`config.mk`:
```
export PLATFORM = sky130hd
export DESIGN_NAME = dithering_error_engine
export DESIGN_NICKNAME = d
export VERILOG_FILES = /design/src/rtl/dithering_error_engine.sv
export SDC_FILE = /design/constraint.sdc
export NUM_CORES = 1
export LEC_CHECK = 0
export CORE_UTILIZATION = 49
export DETAILED_ROUTE_END_ITERATION = 16
export GPL_TIMING_DRIVEN = 1
export PLACE_DENSITY = 0.75
export SETUP_SLACK_MARGIN = 0.1
export SLEW_MARGIN = 20
export SYNTH_ARGS = -nofsm -noshare
export SYNTH_HDL_FRONTEND = slang
export SYNTH_SLANG_ARGS = --single-unit
export TNS_END_PERCENT = 50
```
`constraint.sdc`:
```
create_clock -name clk -period 5.2 [get_ports clk]
set_input_delay 0.52 -clock clk [delete_from_list [all_inputs] [get_ports clk]]
set_output_delay 0.52 -clock clk [all_outputs]
set_load 0.02 [all_outputs]
```
`src/rtl/dithering_error_engine.sv`:
```
// Floyd-Steinberg per-pixel datapath: quantise one pixel, then diffuse its error into
// E/SW/S/SE over a single SRAM port. Optional macro ERR_ROUND_EN selects round-half-up diffusion.
module dithering_error_engine #(
    parameter int IMAGEX           = 64,
    parameter int IMAGEY           = 64,
    parameter int IMAGE_ADDR_WIDTH = $clog2(IMAGEX*IMAGEY),
    parameter int RGB_SIZE         = 8,
    parameter int THRESHOLD        = 128
) (
    input  logic                        clk,
    input  logic                        rst_n,
    input  logic                        start,
    input  logic [IMAGE_ADDR_WIDTH-1:0] px_idx,
    output logic                        busy,
    output logic                        done,
    output logic [IMAGE_ADDR_WIDTH-1:0] sram_addr,
    output logic                        sram_rden,
    output logic                        sram_wren,
    output logic [RGB_SIZE-1:0]         sram_wdata,
    input  logic [RGB_SIZE-1:0]         sram_rdata,
    output logic signed [8:0]           err_q
);
    localparam int XW = $clog2(IMAGEX);
    localparam logic [IMAGE_ADDR_WIDTH-1:0] LAST_ROW = IMAGE_ADDR_WIDTH'(IMAGEX*(IMAGEY-1));

    typedef enum logic [2:0] {
        IDLE, RD_OLD, WAIT_OLD, WR_NEW, RD_N, WAIT_N, WR_N, DONE
    } state_t;

    state_t                      state_q, state_d;
    logic [IMAGE_ADDR_WIDTH-1:0] idx_q, idx_d, addr_q, addr_d;
    logic [2:0]                  nb_q, nb_d, nxt_s;
    logic signed [8:0]           err_d;
    logic                        rden_q, rden_d, wren_q, wren_d, done_q, done_d, busy_q, busy_d;
    logic [7:0]                  wdata_q, wdata_d, new_s;
    logic [XW-1:0]               x_s;
    logic                        x_last_s, x_first_s, last_row_s;
    logic [3:0]                  nb_en_s;
    logic signed [12:0]          prod_s, delta_s;
    logic signed [9:0]           nb_sum_s;

    // Neighbour index 0..3 = E, SW, S, SE.
    function automatic logic signed [12:0] weight(input logic [2:0] sel);
        case (sel)
            3'd0:    weight = 13'sd7;
            3'd1:    weight = 13'sd3;
            3'd2:    weight = 13'sd5;
            3'd3:    weight = 13'sd1;
            default: weight = 13'sd0;
        endcase
    endfunction

    function automatic logic [IMAGE_ADDR_WIDTH-1:0] nb_addr(input logic [IMAGE_ADDR_WIDTH-1:0] idx,
                                                            input logic [2:0] sel);
        case (sel)
            3'd0:    nb_addr = idx + IMAGE_ADDR_WIDTH'(1);
            3'd1:    nb_addr = idx + IMAGE_ADDR_WIDTH'(IMAGEX-1);
            3'd2:    nb_addr = idx + IMAGE_ADDR_WIDTH'(IMAGEX);
            3'd3:    nb_addr = idx + IMAGE_ADDR_WIDTH'(IMAGEX+1);
            default: nb_addr = idx;
        endcase
    endfunction

    // Lowest enabled neighbour at or above 'from'; 4 means none left.
    function automatic logic [2:0] next_nb(input logic [3:0] en, input logic [2:0] from);
        next_nb = 3'd4;
        for (int i = 3; i >= 0; i--) begin
            if (en[i] && (3'(i) >= from)) next_nb = 3'(i);
        end
    endfunction

    function automatic logic [7:0] sat8(input logic signed [9:0] s);
        if (s < 10'sd0)        sat8 = 8'd0;
        else if (s > 10'sd255) sat8 = 8'd255;
        else                   sat8 = s[7:0];
    endfunction

    // Edge classification of the latched pixel and error diffusion arithmetic.
    always_comb begin
        x_s        = idx_q[XW-1:0];
        x_last_s   = (x_s == XW'(IMAGEX-1));
        x_first_s  = (x_s == {XW{1'b0}});
        last_row_s = (idx_q >= LAST_ROW);
        nb_en_s    = {!x_last_s && !last_row_s, !last_row_s, !x_first_s && !last_row_s, !x_last_s};
        new_s      = (sram_rdata >= 8'(THRESHOLD)) ? 8'd255 : 8'd0;
        prod_s     = $signed({{4{err_q[8]}}, err_q}) * weight(nb_q);
`ifdef ERR_ROUND_EN
        delta_s    = (prod_s + 13'sd8) >>> 4;
`else
        delta_s    = prod_s >>> 4;
`endif
        nb_sum_s   = $signed({2'b00, sram_rdata}) + $signed(delta_s[9:0]);
        nxt_s      = next_nb(nb_en_s, (state_q == WR_NEW) ? 3'd0 : (nb_q + 3'd1));
    end

    // Next state; outputs are computed for the state being entered and then registered.
    always_comb begin
        state_d = state_q;
        idx_d   = idx_q;
        nb_d    = nb_q;
        err_d   = err_q;
        addr_d  = addr_q;
        rden_d  = 1'b0;
        wren_d  = 1'b0;
        wdata_d = 8'd0;
        done_d  = 1'b0;
        case (state_q)
            IDLE: begin
                if (start) begin
                    state_d = RD_OLD;
                    idx_d   = px_idx;
                    addr_d  = px_idx;
                    rden_d  = 1'b1;
                end else begin
                    state_d = IDLE;
                end
            end
            RD_OLD:   state_d = WAIT_OLD;
            WAIT_OLD: begin
                state_d = WR_NEW;
                err_d   = $signed({1'b0, sram_rdata}) - $signed({1'b0, new_s});
                wren_d  = 1'b1;
                wdata_d = new_s;
            end
            WR_NEW, WR_N: begin
                if (nxt_s[2]) begin
                    state_d = DONE;
                    done_d  = 1'b1;
                end else begin
                    state_d = RD_N;
                    nb_d    = nxt_s;
                    addr_d  = nb_addr(idx_q, nxt_s);
                    rden_d  = 1'b1;
                end
            end
            RD_N:     state_d = WAIT_N;
            WAIT_N: begin
                state_d = WR_N;
                wren_d  = 1'b1;
                wdata_d = sat8(nb_sum_s);
            end
            DONE:     state_d = IDLE;
            default:  state_d = IDLE;
        endcase
        busy_d = (state_d != IDLE);
    end

    // State and registered outputs with synchronous active-low reset.
    always_ff @(posedge clk) begin
        if (!rst_n) begin
            state_q <= IDLE;
            idx_q   <= '0;
            nb_q    <= 3'd0;
            err_q   <= 9'sd0;
            addr_q  <= '0;
            rden_q  <= 1'b0;
            wren_q  <= 1'b0;
            wdata_q <= 8'd0;
            done_q  <= 1'b0;
            busy_q  <= 1'b0;
        end else begin
            state_q <= state_d;
            idx_q   <= idx_d;
            nb_q    <= nb_d;
            err_q   <= err_d;
            addr_q  <= addr_d;
            rden_q  <= rden_d;
            wren_q  <= wren_d;
            wdata_q <= wdata_d;
            done_q  <= done_d;
            busy_q  <= busy_d;
        end
    end

    assign sram_addr  = addr_q;
    assign sram_rden  = rden_q;
    assign sram_wren  = wren_q;
    assign sram_wdata = wdata_q;
    assign done       = done_q;
    assign busy       = busy_q;

endmodule

```
Yosys cells after proc, flatten, opt, wreduce, memory -nomap -nowiden
Index checks and enable logic that the tools add are counted.

Flip-flop bits (word level): 50. Word-level logic and storage cells: 86. Input port bits: 23. Output and inout port bits: 33.

Bitwise gates (word level): 1. Muxes and demuxes: 22. Equal/unequal tests: 16. Add/subtract/negate cells: 7. Order comparisons: 8. Multipliers: 1. Reductions and logical operators: 21.

Operators with widths (count): 12-bit case mux with 4 select lines (1); 12-bit by 7-bit adder with 12-bit output, second input constant (2); 12-bit 2-to-1 mux (2); 8-bit 2-to-1 mux (3); 12-bit case mux with 2 select lines (1); 3-bit case mux with 7 select lines (1); 8-bit case mux with 2 select lines (1); 3-bit 2-to-1 mux (5); 9-bit by 4-bit multiplier with 13-bit output (1); 12-bit by 1-bit adder with 12-bit output, second input constant (1); 12-bit by 6-bit adder with 12-bit output, second input constant (1); 3-bit by 2-bit equality test with 1-bit output, second input constant (4); 3-bit equality test, second input constant (4); 12-bit greater-or-equal comparator, second input constant (1); 3-bit case mux with 4 select lines (1); 9-bit by 9-bit adder with 10-bit output (1); 10-bit by 9-bit > comparator with 1-bit output, second input constant (1); 10-bit by 1-bit < comparator with 1-bit output, second input constant (1); 3-bit zero test (3); 8-bit by 8-bit subtractor with 9-bit output (1); 8-bit greater-or-equal comparator, second input constant (1); 3-bit by 1-bit equality test with 1-bit output, second input constant (2); 6-bit equality test, second input constant (1); 1-bit by 3-bit greater-or-equal comparator with 1-bit output, first input constant (2); other kinds (17) (34).

Longest topological paths before layout
Depth after elaboration: 12. Depth in mapped cells: 24. Gate-level depth less buffers: 23.

Worst setup path after synthesis
OpenSTA, ideal clock, no wires.

Path type: flip-flop to flip-flop. From: register nb_q[0]. To: register wdata_q[0] (netlist: sram_wdata[0]). Clock period less this slack: 5032 ps. Arrival time: 4902 ps. Path slack: 168 ps. Path buffers: 0. Cell stages (with the launch flop): 23. Data required time: 5070 ps. Setup time: 130 ps. Path through: dfxtp_1 inv_1 ha_1 nor2_1 nor2b_1 ha_1 inv_1 fa_1 inv_1 ha_1 and4_1 a221o_1 and2_1 nor2_1 ha_1 a21o_1 a21o_1 a211oi_1 o21ai_0 and3_1 o31a_1 o21ai_2 a21oi_1.

Longest elaborated chain between the ends: 8. Elaborated cells between the ends (all ways): 12. Classes of those cells: add/sub: 1; mul: 1; order compare: 2; eq/ne: 3; mux: 4; reduce/logical: 1.

RTL lines: start: declaration (line 32) `logic [2:0] nb_q, nb_d, nxt_s;`; start signal: assignment (line 164) `nb_q <= nb_d;`; 2-bit equality test, or another cell as far along (line 44) `case (sel)`; 3-bit case mux with 4 select lines * (line 44); 9-bit by 4-bit multiplier with 13-bit output * (line 86) `prod_s = $signed({{4{err_q[8]}}, err_q}) * weight(nb_q);`; 9-bit by 9-bit adder with 10-bit output * (line 92) `nb_sum_s = $signed({2'b00, sram_rdata}) + $signed(delta_s[9:0]);`; 10-bit by 9-bit > comparator with 1-bit output (line 74) `else if (s > 10'sd255) sat8 = 8'd255;`; 8-bit 2-to-1 mux (line 74); 8-bit 2-to-1 mux * (line 73) `if (s < 10'sd0) sat8 = 8'd0;`; 8-bit case mux with 2 select lines * (line 107) `case (state_q)`; end signal: assignment (line 169) `wdata_q <= wdata_d;`; end: declaration (line 35) `logic [7:0] wdata_q, wdata_d, new_s;`.

Mark *: on every way between the ends. The rest lies on a longest branch, timed or not. A chain may end at the register's enable or synchronous reset.

Final worst setup path
From: register nb_q[0]. To: register wdata_q[1] (netlist: sram_wdata[1]).

Same word-level chain as after synthesis.

==> results.cfg <==
[yosys]
netlist_area_mm2 = 0.00415
syn-num-nets = 599
synth.avg_cell_area_um2 = 8.02
yosys_warnings = 0
synth_cell_types = 68
seq_area_frac_synth = 0.241
synth-main-ff-cell = dfxtp_1
synth_edf_count = 0
synth_seq_cells = 50
synth_cells = 517
async_flop_share = 0

[placement]
post-place-ws_ns = -0.0863
finalWeightedCongestion = 0.925
portBuffers = 55
dp_hpwl_um = 8030
place_inst = 665

[sta]
hold_slack_ns = 0.461
finalHoldViolations = 0
fin_crit_ns = 4.91
worst_pin_slew_ns = 1.04
fin_tns_setup_ns = 0
setup_violations = 0
skew_ns = 0.0160
relSlewSlack = 0.306
rsz0062_at_grt = false
maxSlewViolCount = 0
worst_slack_ns = 0.289
fmax_ghz = 0.204
fin_crit_sh = 0.944

[clocking]
cts_made_buffers = 5
ctsLongestPathBuffers = 2
htree_levels = 2
cts_root_buffer = clkbuf_8
clock_sinks = 50
cts.clk_slew.worst_paths_ns = 0.10
clk_latency_ns = 0.30
cts_hold_buf = 0
tritoncts = built

[critical_path]
critPathCaptureType = flip-flop
crit_slowest_cell = fa_1
cp_max_fo = 8
crit_chain = inv_1, ha_2, nor2_4, buf_4, buf_4, nor2b_1, ha_1, inv_1, fa_1, inv_1, ha_4, a21o_1, a2111oi_2, a21boi_2, nor2_2, xor2_1, ha_1, or2_2, and3_1, o31a_1, o21ai_4, a21oi_1
worstSetupStartpointType = flip-flop
cp_data_arrival_time_ns = 5.09
critPathKind = reg2reg
worst_ep_required_time_ns = 5.38
cpPeakStageDelay_ns = 0.54
cp.buffers_inverters = 5
critical_path.top_delay_family = adder cells
cpMostUsedCell = inv_1

[detailed_routing]
wl_met3_um = 421
dr_total_vias = 3907
routed_wl_um = 10400
final_antenna_net_count = 0
avgRoutedWirePerCell_um = 15.4
drc = 0
drtIter0Drc = 141
dr.pass1.iters = 5
wl_met1_um = 4350
top_layer = met4
viasPerCell = 5.76
wl_met2_um = 5460

[cells_and_area]
synthToLayoutAreaGrowth_pct = 21.2
antenna_cells = 0
layout.nets = 654
layout_commonest_cell = nand2_1
finish.utilization = 0.611
layout-drive-gt1-share = 0.0855
fin_cells = 678
layout_common_cells = nand2_1 (65), clkdlybuf4s50_1 (55), a21oi_1 (50)

[floorplanning]
fp-row-count = 33
core_mm2 = 0.00822
die-area_mm2 = 0.00883
start_util = 0.504
ioPinCount = 56
die_w_um = 94.0
die-height_um = 94.0

[pwr]
p_leak_nw = 2.26
pwr_density_cell_mw_per_mm2 = 278
vdd_drop_max_mv = 0.133

[global_routing]
grt_pass1_wl_um = 17100
antenna_found_initial = 0
grt-ovfl-total = 0
gr-usage-all-layers = 0.244
grt_max_degree = 34
grt_pass1_vias = 3846

[status]
status = finished, final reports clean

[min_path]
min_path_type = reg2reg

[run]
cap_violations = 0
-- state kept, by name (all words and copies together) (netlist names), 2 cells and up --
| name | cells |
|---|---|
| err_q | 9 |
| idx_q | 12 |
| nb_q | 2 |
| sram_addr | 12 |
| sram_wdata | 8 |
| state_q | 3 |
-- per-layer routing --
metal / vias up / track usage
li1: 1921 / -
met1: 1869 / 0.277
met2: 97 / 0.468
met3: 20 / 0.0307
met4: 0 / 0.0744
met5: - / 0
-- power breakdown --
| part | leakage, nW | switching (W) | internal (W) |
|---|---|---|---|
| combinational | 1.80 | 0.000382 | 0.000296 |
| clock | 0.0575 | 0.000127 | 0.000135 |
| sequential | 0.410 | 0.0000404 | 0.000416 |
| total | 2.26 | 0.000549 | 0.000847 |
-- Yosys cell counts, drive strengths merged, types with 2 or more instances --
cell / n / share of area
nand2: 65 / 0.059
a21oi: 51 / 0.062
dfxtp: 50 / 0.24
ha: 48 / 0.14
inv: 44 / 0.040
nor2: 35 / 0.032
o21ai: 22 / 0.027
nor2b: 16 / 0.024
xor2: 16 / 0.034
a21o: 13 / 0.024
xnor2: 12 / 0.025
fa: 11 / 0.053
clkbuf: 10 / 0.0091
and2: 9 / 0.014
nand3: 9 / 0.014
nor3: 8 / 0.0097
a211oi: 7 / 0.016
nand2b: 7 / 0.011
a31oi: 6 / 0.0091
and3: 6 / 0.0094
buf: 6 / 0.010
nor4: 4 / 0.0060
o2111ai: 4 / 0.0085
a221o: 3 / 0.0072
a32oi: 3 / 0.0063
nand3b: 3 / 0.0054
nand4: 3 / 0.0045
o211ai: 3 / 0.0054
o21a: 3 / 0.0054
o31a: 3 / 0.0063
or2: 3 / 0.0045
a22oi: 2 / 0.0048
a311oi: 2 / 0.0042
and2b: 2 / 0.0039
and3b: 2 / 0.0042
and4: 2 / 0.0048
mux2i: 2 / 0.0048
o211a: 2 / 0.0048
o221ai: 2 / 0.0042
o22ai: 2 / 0.0030
o311ai: 2 / 0.0042
or3: 2 / 0.0042
-- worst reg2reg max path, stage by stage (launching register included) --
cell,delay [ns]
dfxtp_2,0.36
inv_1,0.06
ha_2,0.23
nor2_4,0.12
buf_4,0.11
buf_4,0.11
nor2b_1,0.05
ha_1,0.27
inv_1,0.05
fa_1,0.54
inv_1,0.07
ha_4,0.26
a21o_1,0.20
a2111oi_2,0.35
a21boi_2,0.27
nor2_2,0.09
xor2_1,0.15
ha_1,0.36
or2_2,0.31
and3_1,0.21
o31a_1,0.28
o21ai_4,0.27
a21oi_1,0.08
-- path summary, 6_finish.rpt --
| check | cells after the start | slack (ns) | endpoint | startpoint |
|---|---|---|---|---|
| worst max register to register | 22 | 0.29 | sram_wdata[1]$_SDFF_PN0_ | nb_q[0]$_SDFFE_PN0P_ |
| worst min-delay path | 2 | 0.46 | sram_addr[2]$_SDFFE_PN0P_ | sram_addr[2]$_SDFFE_PN0P_ |
| worst min register to register | 2 | 0.46 | sram_addr[2]$_SDFFE_PN0P_ | sram_addr[2]$_SDFFE_PN0P_ |
| worst max-delay path | 22 | 0.29 | sram_wdata[1]$_SDFF_PN0_ | nb_q[0]$_SDFFE_PN0P_ |
-- final cells by class --
cell class	count	area [um2]
inverter	44	165
fill	727	3190
timing repair buffer	64	622
sequential	50	1010
clock buffer	8	110
tap	105	131
multi-input combinational	407	2990
-- logic make-up (layout without fill, tap and decap cells) --
kind of cell,count (synthesis),after routing,share of synthesized area
muxes,2,2,0.00483
DFF,50,50,0.241
AOI/OAI and AO/OA,139,139,0.221
buffers and inverters,60,116,0.0589
xor gates and xnor gates,28,28,0.0592
and+or+nand+nor,178,178,0.214
adders and majority gates,60,60,0.200
-- what timing repair did --
item                       4_1_cts  5_1_grt
setup buffers                    0        5
pin swaps                        0        9
gates resized for setup          5       24
setup endpoints to repair        8        8
-- stage by stage --
step                      total power, W  cell area (um2)
final                            0.00140             5020
after global routing             0.00150             5020
after CTS                        0.00137             4910
after detailed placement         0.00110             4780
after global placement           0.00108             4780
after floorplan                 0.000924             4150
Power figures use the tool's default switching activity.
